## src/rtl/vfpu_store_sched.sv

```systemverilog
// rtl/vfpu_store_sched.sv - store-job scheduler: command FIFO, sink start/done sequencing, job counter, watchdog
module vfpu_store_sched #(
    parameter int ADDR_WIDTH = 32,
    parameter int LEN_WIDTH  = 16,
    parameter int CMD_DEPTH  = 4,
    parameter int TIMEOUT    = 4096
) (
    input  logic                  clk_i,
    input  logic                  rst_i,
    input  logic                  clear_i,
    input  logic                  cmd_valid_i,
    output logic                  cmd_ready_o,
    input  logic [ADDR_WIDTH-1:0] cmd_addr_i,
    input  logic [LEN_WIDTH-1:0]  cmd_len_i,
    output logic                  sink_req_start_o,
    output logic [ADDR_WIDTH-1:0] sink_base_addr_o,
    output logic [LEN_WIDTH-1:0]  sink_trans_size_o,
    output logic [LEN_WIDTH-1:0]  sink_line_stride_o,
    output logic [LEN_WIDTH-1:0]  sink_line_length_o,
    output logic [LEN_WIDTH-1:0]  sink_feat_stride_o,
    output logic [LEN_WIDTH-1:0]  sink_feat_length_o,
    input  logic                  sink_ready_start_i,
    input  logic                  sink_done_i,
    output logic                  busy_o,
    output logic                  evt_o,
    output logic [LEN_WIDTH-1:0]  jobs_done_o,
    output logic                  timeout_o
);

    localparam int PW = $clog2(CMD_DEPTH);
    localparam logic [31:0] WD_LAST = 32'(TIMEOUT - 1);

    typedef enum logic [1:0] {IDLE, ISSUE, RUN, DONE} state_t;

    state_t                state_q, state_d;
    logic [ADDR_WIDTH-1:0] fifo_addr [CMD_DEPTH];
    logic [LEN_WIDTH-1:0]  fifo_len  [CMD_DEPTH];
    logic [PW-1:0]         wr_ptr, rd_ptr;
    logic [PW:0]           fill;
    logic                  full, empty, push, pop, launch, skip, wd_expire;
    logic [31:0]           wd_q;
    logic                  skip_evt_q, started_q, timeout_q;
    logic [ADDR_WIDTH-1:0] base_q;
    logic [LEN_WIDTH-1:0]  len_q, jobs_q;

    assign full  = (fill == (PW+1)'(CMD_DEPTH));
    assign empty = (fill == '0);
    assign push  = cmd_valid_i && !full;

    always_comb begin
        state_d   = state_q;
        pop       = 1'b0;
        launch    = 1'b0;
        skip      = 1'b0;
        wd_expire = 1'b0;
        case (state_q)
            IDLE: begin
                if (!empty) begin
                    // zero-length jobs retire without touching the sink
                    if (fifo_len[rd_ptr] == '0) begin
                        pop  = 1'b1;
                        skip = 1'b1;
                    end else if (sink_ready_start_i) begin
                        pop     = 1'b1;
                        launch  = 1'b1;
                        state_d = ISSUE;
                    end
                end
            end
            ISSUE: state_d = RUN;
            RUN: begin
                if (sink_done_i) begin
                    state_d = DONE;
                end else if (TIMEOUT != 0 && wd_q == WD_LAST) begin
                    wd_expire = 1'b1;
                    state_d   = IDLE;
                end
            end
            DONE:    state_d = IDLE;
            default: state_d = IDLE;
        endcase
    end

    always_ff @(posedge clk_i) begin
        if (push) begin
            fifo_addr[wr_ptr] <= cmd_addr_i;
            fifo_len[wr_ptr]  <= cmd_len_i;
        end
    end

    always_ff @(posedge clk_i or posedge rst_i) begin
        if (rst_i) begin
            state_q    <= IDLE;
            wr_ptr     <= '0;
            rd_ptr     <= '0;
            fill       <= '0;
            wd_q       <= '0;
            skip_evt_q <= 1'b0;
            started_q  <= 1'b0;
            timeout_q  <= 1'b0;
            base_q     <= '0;
            len_q      <= '0;
            jobs_q     <= '0;
        end else if (clear_i) begin
            state_q    <= IDLE;
            wr_ptr     <= '0;
            rd_ptr     <= '0;
            fill       <= '0;
            wd_q       <= '0;
            skip_evt_q <= 1'b0;
            started_q  <= 1'b0;
            timeout_q  <= 1'b0;
            base_q     <= '0;
            len_q      <= '0;
            jobs_q     <= '0;
        end else begin
            state_q    <= state_d;
            skip_evt_q <= skip;
            if (push) wr_ptr <= wr_ptr + 1'b1;
            if (pop)  rd_ptr <= rd_ptr + 1'b1;
            if (push && !pop)      fill <= fill + 1'b1;
            else if (pop && !push) fill <= fill - 1'b1;
            if (skip || state_q == DONE) jobs_q <= jobs_q + 1'b1;
            if (wd_expire) timeout_q <= 1'b1;
            if (state_q == ISSUE)    wd_q <= '0;
            else if (state_q == RUN) wd_q <= wd_q + 1'b1;
            if (launch) begin
                base_q    <= fifo_addr[rd_ptr];
                len_q     <= fifo_len[rd_ptr];
                started_q <= 1'b1;
            end
        end
    end

    // constant addressgen fields read as zero until the first job is launched
    assign cmd_ready_o        = !full;
    assign sink_req_start_o   = (state_q == ISSUE);
    assign sink_base_addr_o   = base_q;
    assign sink_trans_size_o  = len_q;
    assign sink_line_length_o = len_q;
    assign sink_line_stride_o = started_q ? LEN_WIDTH'(4) : '0;
    assign sink_feat_length_o = started_q ? LEN_WIDTH'(1) : '0;
    assign sink_feat_stride_o = '0;
    assign busy_o             = (state_q != IDLE) || !empty;
    assign evt_o              = skip_evt_q || (state_q == DONE);
    assign jobs_done_o        = jobs_q;
    assign timeout_o          = timeout_q;

endmodule

```

## config.mk

```make
export PLATFORM = sky130hd
export DESIGN_NAME = vfpu_store_sched
export DESIGN_NICKNAME = d
export VERILOG_FILES = /design/src/rtl/vfpu_store_sched.sv
export SDC_FILE = /design/constraint.sdc
export NUM_CORES = 1
export LEC_CHECK = 0
export ABC_CLOCK_PERIOD_IN_PS = 3200
export CAP_MARGIN = 20
export CORE_UTILIZATION = 30
export CTS_CLUSTER_SIZE = 25
export DETAILED_ROUTE_END_ITERATION = 10
export RECOVER_POWER = 100
export SLEW_MARGIN = 20
export SYNTH_ARGS = -nofsm -noshare
export SYNTH_HDL_FRONTEND = slang
export SYNTH_SLANG_ARGS = --single-unit
```

## constraint.sdc

```tcl
create_clock -name clk_i -period 3.2 [get_ports clk_i]
set_input_delay 0.48 -clock clk_i [delete_from_list [all_inputs] [get_ports clk_i]]
set_output_delay 0.48 -clock clk_i [all_outputs]
set_load 0.02 [all_outputs]
```

* Yosys cells after proc, flatten, opt, wreduce, memory -nomap -nowiden
Memories as Yosys holds them, arrays and structs flattened.
Cells that the tools add are included.
** Storage, ports and cells
- Logic and storage cells :: 95
- Register bits after elaboration :: 108
- Bits in writable memories :: 192
- Memories kept :: 2
- Bits in latches :: 0
- Memory bits (read-only) :: 0
- Output and inout bits :: 133
- Bits of input ports :: 54
** Memory list
- fifo_addr :: words 4, bits a word 32, rd ports 1, clocked after memory_dff 0, write ports 1, RTL line 36 : logic [ADDR_WIDTH-1:0] fifo_addr [CMD_DEPTH];
- fifo_len :: words 4, bits a word 16, rd ports 1, clocked after memory_dff 0, write ports 1, RTL line 37 : logic [LEN_WIDTH-1:0] fifo_len [CMD_DEPTH];
** Operators by class
- Mux-type cells :: 45
- Div/mod/pow operators :: 0
- Reductions and logical operators :: 22
- Multipliers :: 0
- $lt $le $gt $ge :: 0
- $add $sub $neg :: 6
- Eq/ne operators :: 9
- Shift-type cells :: 0
- Bitwise gates (word level) :: 0
** Operator list (count)
- two-way mux 32 bit :: 5
- two-way mux 16 bit :: 4
- adder 32 x 1 -> 32 bit (second input constant) :: 1
- == test 32 x 12 -> 1 bit (second input constant) :: 1
- two-way mux 1 bit :: 21
- two-way mux 2 bit :: 10
- adder 16 x 1 -> 16 bit (second input constant) :: 1
- logical NOT 16 bit :: 1
- two-way mux 3 bit :: 4
- nonzero test 2 bit :: 6
- inequality test 3 bit (second input constant) :: 3
- one-hot mux 2 bit (4 select lines) :: 1
- nonzero test 3 bit :: 2
- adder 2 x 1 -> 2 bit (second input constant) :: 2
- == test 2 bit (second input constant) :: 2
- logical NOT 1 bit :: 4
- inequality test 4 bit (second input constant) :: 1
- AND reduction 4 bit :: 1
- adder 3 x 1 -> 3 bit (second input constant) :: 1
- == test 3 bit (second input constant) :: 1
- logical AND 1 bit :: 3
- logical NOT 3 bit :: 1
- logical OR 1 bit :: 3
- subtractor 3 x 1 -> 3 bit (second input constant) :: 1
- other kinds (2) :: 2

* Depth between registers and ports, before layout
Gate-level depths: netlist of run 1.
An unclocked memory read counts as a cell.
- Word-level depth :: 9
- Mapped depth :: 12
- Mapped depth without buffers :: 10

* Worst setup path after synthesis of run 1
No wires, ideal clock.
- Path type :: reg2reg
- Start point :: register rd_ptr[0]
- End point :: register fill[2]
- Buffers on the path :: 2
- Setup time :: 0.128 ns
- Setup slack :: 0.094 ns
- Period minus slack after synthesis :: 3.106 ns
- Arrival :: 2.979 ns
- Required time :: 3.072 ns
- Stages on the path, launching flop included :: 13
- Cells stage by stage :: dfrtp_1 buf_6 buf_6 mux4_2 nor4_2 nand2_2 nor2_2 o21ai_1 nor2b_1 fa_1 and2_1 mux2i_1 mux2_1
** On the way
- Word-level cells in the longest chain between the ends :: 9
- Elaborated cells on any way between the ends :: 11
- Those cells by class :: mux: 5; reduce/logical: 5; memory: 1
** Ends and longest elaborated chain
- start: declaration :: RTL line 38 : logic [PW-1:0] wr_ptr, rd_ptr;
- start signal: assignment :: RTL line 120 : if (pop) rd_ptr <= rd_ptr + 1'b1;
- memory read (4 x 16 bit) *
- logical NOT 16 bit * :: RTL line 60 : if (fifo_len[rd_ptr] == '0) begin
- two-way mux 1 bit * :: RTL line 60
- two-way mux 1 bit * :: RTL line 58 : if (!empty) begin
- two-way mux 1 bit * :: RTL line 56 : case (state_q)
- logical NOT 1 bit :: RTL line 121 : if (push && !pop) fill <= fill + 1'b1;
- logical AND 1 bit :: RTL line 121
- two-way mux 3 bit :: RTL line 121
- two-way mux 3 bit :: RTL line 104 : end else if (clear_i) begin
- end signal: assignment :: RTL line 121
- end signal: assignment :: RTL line 122 : else if (pop && !push) fill <= fill - 1'b1;
- end: declaration :: RTL line 39 : logic [PW:0] fill;
Every way passes the cells marked *; elsewhere a longest branch is shown, timed or not.
A chain may end at the register's enable or synchronous reset.

* Worst setup path after layout of run 1
Ends and elaborated chain as after synthesis.

==> results of run 1 <==
## sequential cells by signal (all words and copies together), names as in the netlist
| name | cells |
|---|---|
| fifo_addr | 128 |
| fifo_len | 64 |
| sink_base_addr_o | 32 |
| wd_q | 32 |
| jobs_done_o | 16 |
| sink_line_length_o | 16 |
| fill | 3 |
| rd_ptr | 2 |
| state_q | 2 |
| wr_ptr | 2 |
| skip_evt_q | 1 |
| started_q | 1 |
| timeout_o | 1 |
## per-stage QoR
stage | worst slack (ns) | instances | power [W]
floorplan | 0.0936 | 926 | 0.00709
global placement | 0.0871 | 1522 | 0.00824
detailed placement | 0.0287 | 1522 | 0.00827
CTS | 0.0158 | 1586 | 0.0122
global route | 0.0124 | 1596 | 0.0125
finish | 0.115 | 1598 | 0.0119
## synth_stat cells, types with 2 or more instances
cell type / n
nand2_1: 117
mux4_2: 48
nand2b_1: 3
and3_1: 14
nand3_1: 24
dfrtp_1: 108
buf_2: 4
a21oi_1: 55
nand4_1: 13
ha_1: 6
and4_1: 5
buf_6: 3
or3_1: 4
nor4_1: 7
buf_4: 68
nand2_2: 2
buf_1: 2
xor2_1: 33
nor2b_1: 7
xnor2_1: 12
nor3b_1: 4
edfxtp_1: 192
mux2_1: 3
o211ai_1: 3
clkbuf_1: 28
mux2i_1: 5
nor4_2: 4
nor3_1: 9
o21a_1: 2
inv_1: 7
nor2_1: 67
and2_1: 6
## area by class of cell
class | count | share of cell area
antenna | 5 | 0.000801
clock buffer | 49 | 0.0633
clock inverter | 15 | 0.00801
inverter | 7 | 0.00176
multi-input combinational | 514 | 0.234
sequential | 300 | 0.543
tap | 532 | 0.0426
timing repair buffer | 176 | 0.107
## where the power goes
| group | switching [W] | internal (W) |
|---|---|---|
| clock | 0.00162 | 0.00219 |
| combinational | 0.00178 | 0.00135 |
| sequential | 0.000262 | 0.00471 |
## critical path, stage by stage (launching register included)
cell     delay [ns]
dfrtp_4        0.49
buf_12         0.14
mux4_2         0.54
nor4_4         0.33
nand2_2        0.13
nor2_4         0.15
o21ai_2        0.06
nor2b_4        0.15
fa_2           0.36
and2_4         0.15
mux2i_4        0.14
mux2_4         0.32
## per-layer routing
| metal | GRT usage | vias to the layer above |
|---|---|---|
| met2 | 0.219 | 207 |
| met1 | 0.183 | 3777 |
| met4 | 0.0464 | 4 |
| met5 | 0 | - |
| met3 | 0.0287 | 43 |
| li1 | - | 3401 |
## worst min path at each step
stage	to	slack [ns]	startpoint	depth (start not counted)
final	jobs_done_o[6]$_DFFE_PP0P_	0.34	clear_i	2
after global routing	jobs_done_o[13]$_DFFE_PP0P_	0.35	clear_i	2
after detailed placement	timeout_o$_DFFE_PP0P_	0.50	timeout_o$_DFFE_PP0P_	2
after global placement	timeout_o$_DFFE_PP0P_	0.49	timeout_o$_DFFE_PP0P_	2
after floorplan	started_q$_DFFE_PP0P_	0.49	started_q$_DFFE_PP0P_	2
after CTS	jobs_done_o[4]$_DFFE_PP0P_	0.32	clear_i	2
## cells by family after synthesis
logic type               after synthesis
buffers and inverters                112
other                                  1
XOR/XNOR                              45
multiplexers                          57
AND/OR/NAND/NOR                      290
AO/OA/AOI/OAI                         69
flip-flops                           300
adder cells (fa/ha/maj)                7
## what timing repair did
item                       CTS  global route
setup buffers                0             6
gates resized for setup      0            11
setup endpoints to repair    0             1
==> metrics.csv, run 1 <==
stage,metric,value,unit
logic_synthesis,Synth cell types,48,
sta,post-layout min period,3.08,ns
logic_synthesis,Synth top area share,0.458,
logic_synthesis,"top cells by area, synth","edfxtp_1 (46%), dfrtp_1 (21%), mux4_2 (8.6%)",
grt,Total GRT Usage,0.136,
grt,first-pass GRT wire length,43700,um
sta,hold slack,0.345,ns
grt,largest net degree at the start of global routing,63,
floorplanning,Die ar.,42800,um2
power_and_ir_drop,pwr/cell area,763,nW/um2
floorplanning,core footprint,41100,um2
grt,antenna violations before repair,6,
logic_synthesis,Ys Warns,0,
sta,setup_tns,0,ns
placed_design,port bufs,140,
logic_synthesis,Synth Area in Compound Gates,0.0314,
logic_synthesis,main combinational cell family by area after synthesis,simple AND/OR/NAND/NOR gates,
power_and_ir_drop,VDD IR max,0.000483,V
logic_synthesis,Avg Inst Size Synth,14.3,um2
critical_path,worst path required time,3.62,ns
logic_synthesis,Yosys top cell by area,edfxtp_1,
drt,number of DRC markers in iteration 0,403,
drt,met1 wire length,12500,um
logic_synthesis,register area share after synthesis,0.672,
placed_design,DP Wirelength,17500,um
critical_path,crit path to,fill[2]$_DFFE_PP0P_,
logic_synthesis,multiplexer area fraction after synthesis,0.0934,
finish,multi-input logic area,3650,um2
drt,routed vias/inst,4.65,
sta,Clock Skew,0.0165,ns
logic_synthesis,asr flop ratio synth,0.360,
cts,Bufs on Longest Clock Path,3,
critical_path,crit path kind,reg -> reg,
critical_path,"reg-to-reg slack, setup",0.12,ns
critical_path,reg-to-reg endpoint,fill[2]$_DFFE_PP0P_,
critical_path,Critical Path Start Type,register,
drt,metal2 WL,13700,um
cts,CTS tree,done,
sta,Max Slew Vio Count,259,
drt,met3 WL,1550,um
drt,total number of vias,7432,
sta,RSZ-0062 raised after global routing,no,
logic_synthesis,Post-synth EDFFs,192,
logic_synthesis,fraction of the mapped netlist area in adder cells,0.00755,
run,max-cap violation count,5,
logic_synthesis,mapped cell area,12600,um2
logic_synthesis,simple logic cell fraction of the synthesized area,0.108,
cts,worst-skew pair later-pin latency,0.55,ns
finish,final net count,1095,
drt,uppermost layer routed,met5,
cts,clock slew at reported path FFs,0.06,ns
placed_design,area post-placement,14500,um2
outcome,failing checks,"DRC, capacitance limit, slew limit",
logic_synthesis,"FF+latch count, synth",300,
sta,final hold violations,0,
drt,DRC viols,32,
drt,Pre-antenna DRT Iters,10,
sta,setup violators final,0,
hold_path,Tightest Hold Check Type,in -> reg,
finish,Util after Layout,0.380,
cts,H-tree depth,2,
critical_path,Crit. End Element,register,
sta,Relative slew margins,-0.0498,
floorplanning,row cnt,74,
floorplanning,chip height,207,um
finish,synthesis-to-layout area growth,23.9,%
critical_path,worst setup path startpoint,rd_ptr[0]$_DFFE_PP0P_,
critical_path,Reg2Reg Depth,11,
power_and_ir_drop,P_leak,5.92,nW
drt,final wirelength,28400,um
sta,fmax,324,MHz
critical_path,critical path peak fanout,5,
floorplanning,chip width,207,um
critical_path,Critical Path AT,3.50,ns
floorplanning,IO Pins,187,
finish,Final Instance Area,15600,um2
logic_synthesis,Cells after Synth,881,
cts,total CTS buffers,35,
finish,"commonest cells after routing, fill and taps aside","edfxtp_1 (192), dlygate4sd3_1 (136), nand2_1 (118)",
sta,Worst-Margin Slew,1.57,ns
floorplanning,starting density of the core,0.306,
finish,Filler cells,3953,
cts,CTS Hold Bufs,0,
drt,ANT nets after route,0,
drt,wire per inst,17.8,um
critical_path,reg2reg start,rd_ptr[0]$_DFFE_PP0P_,
outcome,status,"finished, violations left",
finish,Sequential Area,8470,um2
finish,"most common cell after layout, fill and taps aside",edfxtp_1,
cts,# clock sinks,300,
finish,share of layout cells above drive strength 1,0.146,
logic_synthesis,Synth Area in XOR/XNOR,0.0313,
placed_design,RePlAce Congestion,0.792,
grt,number of global-route vias before repair,7418,
sta,Tcrit/Tclk final,0.964,
cts,clock root buffer master,clkbuf_16,
grt,gr ovfl total,0,
logic_synthesis,Main synth FF type,edfxtp_1,
(Power assumes the default switching activity.)
==> inputs of run 2 (changes only) <==
- CORE_UTILIZATION: 30 -> 49
- PLACE_DENSITY: not set -> 0.76
- SLEW_MARGIN: 20 -> 10
==> metrics.csv, run 2 (synthesis results as in run 1) <==
stage,metric,value,unit
cts,worst-skew pair later-pin latency,0.57,ns
finish,"commonest cells after routing, fill and taps aside","edfxtp_1 (192), dlygate4sd3_1 (136), nand2_1 (117)",
critical_path,Critical Path Start Type,register,
drt,ANT nets after route,0,
sta,Clock Skew,0.0340,ns
power_and_ir_drop,net switching power figure,0.00338,W
grt,met3 Resource Use GR,0.0415,
power_and_ir_drop,Tot Pwr,0.0113,W
cts,total CTS buffers,30,
cts,CTS Hold Bufs,0,
cts,Bufs on Longest Clock Path,3,
grt,largest net degree at the start of global routing,60,
power_and_ir_drop,Sw Share,0.300,
floorplanning,Die ar.,26400,um2
critical_path,worst path required time,3.62,ns
finish,synthesis-to-layout area growth,19.9,%
power_and_ir_drop,P_int,0.00790,W
critical_path,reg-to-reg endpoint,fill[2]$_DFFE_PP0P_,
outcome,status,completed,
power_and_ir_drop,P_leak,5.80,nW
finish,"most common cell after layout, fill and taps aside",edfxtp_1,
hold_path,Tightest Hold Check Type,in -> reg,
drt,routed vias/inst,5.33,
sta,Relative slew margins,0.0357,
cts,H-tree depth,1,
power_and_ir_drop,part of the power in registers,0.438,
critical_path,critical path peak fanout,9,
floorplanning,chip height,162,um
critical_path,Crit. End Element,register,
critical_path,Critical Path AT,3.49,ns
drt,Pre-antenna DRT Iters,5,
grt,met2 usage,0.334,
finish,max FFs per register,128,
grt,Total GRT Usage,0.199,
sta,Worst-Margin Slew,1.45,ns
grt,GRT busiest layer,met2,
finish,Biggest register,fifo_addr,
cts,clock root buffer master,clkbuf_16,
power_and_ir_drop,VDD IR max,0.000522,V
drt,final wirelength,25500,um
drt,number of DRC markers in iteration 0,576,
hold_path,WHS Path Cells,2,
drt,total number of vias,7365,
floorplanning,IO Pins,187,
floorplanning,row cnt,58,
run,max-cap violation count,0,
finish,Filler cells,1953,
critical_path,crit path to,fill[2]$_DFFE_PP0P_,
finish,final net count,1089,
placed_design,port bufs,140,
floorplanning,starting density of the core,0.500,
floorplanning,chip width,162,um
cts,# clock sinks,300,
placed_design,DP Wirelength,15800,um
cts,clock slew at reported path FFs,0.06,ns
grt,gr ovfl total,0,
cts,CTS tree,done,
finish,share of layout cells above drive strength 1,0.124,
critical_path,reg2reg start,rd_ptr[0]$_DFFE_PP0P_,
finish,biggest regs,"fifo_addr x128, fifo_len x64",
critical_path,crit path kind,reg -> reg,
grt,antenna violations before repair,7,
sta,Max Slew Vio Count,0,
floorplanning,core footprint,25200,um2
sta,RSZ-0062 raised after global routing,no,
sta,setup violators final,0,
grt,first-pass GRT wire length,40600,um
grt,number of global-route vias before repair,7460,
grt,GR Util met1,0.271,
critical_path,worst setup path startpoint,rd_ptr[0]$_DFFE_PP0P_,
power_and_ir_drop,Clock power frac,0.292,
placed_design,RePlAce Congestion,0.859,
sta,post-layout min period,3.06,ns
drt,wire per inst,18.4,um
sta,setup_tns,0,ns
power_and_ir_drop,combinational share of power,0.270,
power_and_ir_drop,pwr/cell area,747,nW/um2
sta,fmax,326,MHz
critical_path,"reg-to-reg slack, setup",0.14,ns
sta,final hold violations,0,
critical_path,Reg2Reg Depth,11,
drt,DRC viols,0,
sta,Tcrit/Tclk final,0.957,
[run 2: worst min path at each step]
| stage | startpoint | endpoint | slack (ns) |
|---|---|---|---|
| 2_1_floorplan | started_q$_DFFE_PP0P_ | started_q$_DFFE_PP0P_ | 0.49 |
| 3_3_place_gp | timeout_o$_DFFE_PP0P_ | timeout_o$_DFFE_PP0P_ | 0.49 |
| 3_5_place_dp | timeout_o$_DFFE_PP0P_ | timeout_o$_DFFE_PP0P_ | 0.50 |
| 4_1_cts | rst_i | sink_base_addr_o[5]$_DFFE_PP0P_ | 0.31 |
| 5_1_grt | clear_i | jobs_done_o[7]$_DFFE_PP0P_ | 0.34 |
| 6_report | clear_i | wd_q[14]$_DFFE_PP0P_ | 0.34 |
[run 2: power groups by stage]
| stage | registers [W] | clock network, W | logic [W] |
|---|---|---|---|
| 2_1_floorplan | 0.00514 | 0 | 0.00195 |
| 3_3_place_gp | 0.00499 | 0 | 0.00312 |
| 3_5_place_dp | 0.00501 | 0 | 0.00316 |
| 4_1_cts | 0.00495 | 0.00338 | 0.00318 |
| 5_1_grt | 0.00499 | 0.00351 | 0.00329 |
| 6_report | 0.00494 | 0.00330 | 0.00304 |
[run 2: layout make-up]
| cell class | count | area, um2 | share of cell area |
|---|---|---|---|
| diodes | 3 | 7.51 | 0.000497 |
| clock buffers | 43 | 800 | 0.0529 |
| clock inverters | 10 | 121 | 0.00803 |
| inverters | 7 | 27.5 | 0.00182 |
| multi-input cells | 514 | 3610 | 0.239 |
| flip-flops and latches | 300 | 8470 | 0.561 |
| well taps | 330 | 413 | 0.0273 |
| repair buffers | 175 | 1650 | 0.109 |
[run 2: what timing repair did]
action,4_1_cts,5_1_grt
resized for setup,0,2
setup endpoints to repair,0,1
setup buffers,0,7
[run 2: worst max-delay path: stages, from the launching register on]
cell and delay (ns):
dfrtp_4 0.44, buf_12 0.14, mux4_2 0.55, nor4_4 0.32
nand2_2 0.12, nor2_4 0.10, o21ai_1 0.07, nor2b_1 0.16
fa_1 0.39, and2_1 0.15, mux2i_1 0.13, mux2_1 0.34
[run 2: layer usage]
metal,vias up,share of wire
met5,-,0.0013
met1,3691,0.43
met2,266,0.50
li1,3373,-
met3,29,0.066
met4,6,0.011
[run 2: metrics by stage]
step	cells	instance area, um2	hold slack, ns	setup WS, ns	util
2_1_floorplan	926	12800	0.491	0.0936	-
3_3_place_gp	1319	14200	0.494	0.0914	0.565
3_5_place_dp	1319	14200	0.496	0.0736	0.565
4_1_cts	1372	15200	0.306	0.0112	0.602
5_1_grt	1380	15100	0.337	0.00628	0.600
6_report	1382	15100	0.336	0.136	0.600
==> inputs of run 3 (changes only) <==
- CORE_MARGIN: not set -> 5
- REMOVE_ABC_BUFFERS: not set -> 1
==> metrics.csv, run 3 (synthesis results as in run 1) <==
stage,metric,value,unit
outcome,status,"finished, violations left",
outcome,failing checks,"capacitance limit, slew limit",
placed_design,RePlAce Congestion,0.791,
run,max-cap violation count,1,
finish,Biggest register,fifo_addr,
grt,Total GRT Usage,0.177,
sta,Max Slew Vio Count,39,
drt,DRC viols,0,
cts,CTS Hold Bufs,0,
critical_path,Critical Path Start Type,register,
finish,Sequential Area,8480,um2
floorplanning,IO Pins,187,
cts,# clock sinks,300,
sta,Worst-Margin Slew,1.85,ns
cts,CTS tree,done,
finish,share of layout cells above drive strength 1,0.156,
drt,routed vias/inst,5.32,
floorplanning,core footprint,25300,um2
placed_design,area post-placement,14200,um2
critical_path,crit-path leading delay family,multiplexers,
grt,number of global-route vias before repair,7425,
cts,clock root buffer master,clkbuf_16,
cts,total CTS buffers,30,
finish,"commonest cells after routing, fill and taps aside","edfxtp_1 (192), nand2_1 (117), dfrtp_1 (106)",
drt,ANT nets after route,0,
drt,number of DRC markers in iteration 0,588,
critical_path,Critical Path AT,3.56,ns
sta,setup violators final,0,
floorplanning,chip width,170,um
cts,Bufs on Longest Clock Path,3,
critical_path,critical path peak fanout,7,
finish,max FFs per register,128,
power_and_ir_drop,VDD IR max,0.000732,V
finish,multi-input logic area,3660,um2
sta,final hold violations,0,
placed_design,DP Wirelength,16900,um
critical_path,Buf/Inv on CP,3,
placed_design,Placed Cells,1322,
sta,Relative slew margins,-0.237,
finish,synthesis-to-layout area growth,21.9,%
critical_path,CP max stage cell,dfrtp_4,
drt,total number of vias,7434,
drt,wire per inst,18.7,um
floorplanning,Die ar.,29000,um2
floorplanning,starting density of the core,0.499,
power_and_ir_drop,P_leak,5.69,nW
cts,clock slew at reported path FFs,0.06,ns
finish,Final Instance Area,15400,um2
placed_design,port bufs,140,
power_and_ir_drop,pwr/cell area,761,nW/um2
drt,Pre-antenna DRT Iters,4,
cts,worst-skew pair later-pin latency,0.56,ns
finish,biggest regs,"fifo_addr x128, fifo_len x64",
critical_path,crit path kind,reg -> reg,
finish,Filler cells,1938,
grt,gr ovfl total,0,
drt,final wirelength,26200,um
critical_path,CP max stage delay,0.49,ns
grt,largest net degree at the start of global routing,84,
sta,Tcrit/Tclk final,0.977,
floorplanning,chip height,170,um
finish,"most common cell after layout, fill and taps aside",edfxtp_1,
floorplanning,row cnt,58,
critical_path,"reg-to-reg slack, setup",0.07,ns
grt,first-pass GRT wire length,41100,um
finish,Final Non-Filler Cells,1398,
sta,Clock Skew,0.0115,ns
sta,post-layout min period,3.13,ns
sta,RSZ-0062 raised after global routing,yes,
cts,H-tree depth,1,
grt,antenna violations before repair,7,
finish,final net count,1102,
sta,fmax,320,MHz
critical_path,Crit. End Element,register,
critical_path,crit path cell chain,buf_12 > buf_8 > buf_6 > mux4_2 > nor4_4 > nand2_2 > nor2_4 > o21ai_2 > nor2b_4 > fa_2 > and2_4 > mux2i_1 > mux2_1,
critical_path,worst path required time,3.64,ns
hold_path,Tightest Hold Check Type,in -> reg,
[run 3: cell type report]
class,count,area share
clock buffer,38,0.0528
sequential,300,0.552
multi-input combinational,514,0.238
inverter,7,0.00179
antenna,3,0.000489
timing repair buffer,188,0.117
clock inverter,18,0.0111
tap,330,0.0269
[run 3: worst register-to-register path, delay by kind of cell, from the launching register on]
| kind | cells | cell delay [ns] |
|---|---|---|
| flops | 1 | 0.49 |
| fa+ha+maj | 1 | 0.36 |
| simple gates | 5 | 0.80 |
| mux | 3 | 0.92 |
| compound gates | 1 | 0.07 |
| buf+inv | 3 | 0.39 |
[run 3: repair_timing]
| action | 4_1_cts | 5_1_grt |
|---|---|---|
| resized for setup | 0 | 16 |
| setup buffers | 0 | 17 |
| endpoints found under the setup margin | 0 | 1 |
[run 3: final timing paths]
path	from	end	cells past startpoint
min in group asynchronous	rst_i	jobs_done_o[15]$_DFFE_PP0P_	2
setup / recovery	rd_ptr[0]$_DFFE_PP0P_	fill[2]$_DFFE_PP0P_	13
max in group asynchronous	rst_i	sink_base_addr_o[20]$_DFFE_PP0P_	3
setup reg to reg	rd_ptr[0]$_DFFE_PP0P_	fill[2]$_DFFE_PP0P_	13
hold / removal	clear_i	state_q[1]$_DFFE_PP0P_	2
hold reg to reg	sink_base_addr_o[24]$_DFFE_PP0P_	sink_base_addr_o[24]$_DFFE_PP0P_	2
[run 3: per-stage QoR]
stage	util	power, W	hold WS [ns]	TNS, ns	setup slack, ns
3_3_place_gp	0.562	0.00810	0.487	0	0.0476
2_1_floorplan	-	0.00687	0.498	-193.43	-3.29
6_report	0.608	0.0117	0.150	0	0.0735
5_1_grt	0.608	0.0123	0.132	-0.0397	-0.0397
4_1_cts	0.601	0.0116	0.125	0	0.0318
3_5_place_dp	0.562	0.00816	0.507	0	0.0434
[run 3: metal layers]
| metal | GRT usage | routed length [um] | up-vias |
|---|---|---|---|
| met5 | 0 | 25 | - |
| met4 | 0.0330 | 449 | 6 |
| met3 | 0.0390 | 1850 | 38 |
| met2 | 0.295 | 12800 | 256 |
| met1 | 0.245 | 11000 | 3729 |
| li1 | - | - | 3405 |
[run 3: power breakdown]
group	leakage [nW]	total, W	switching, W	internal [W]
registers	3.25	0.00495	0.000257	0.00470
clock network	0.473	0.00343	0.00147	0.00196
logic	1.97	0.00331	0.00178	0.00153
total	5.69	0.0117	0.00350	0.00819
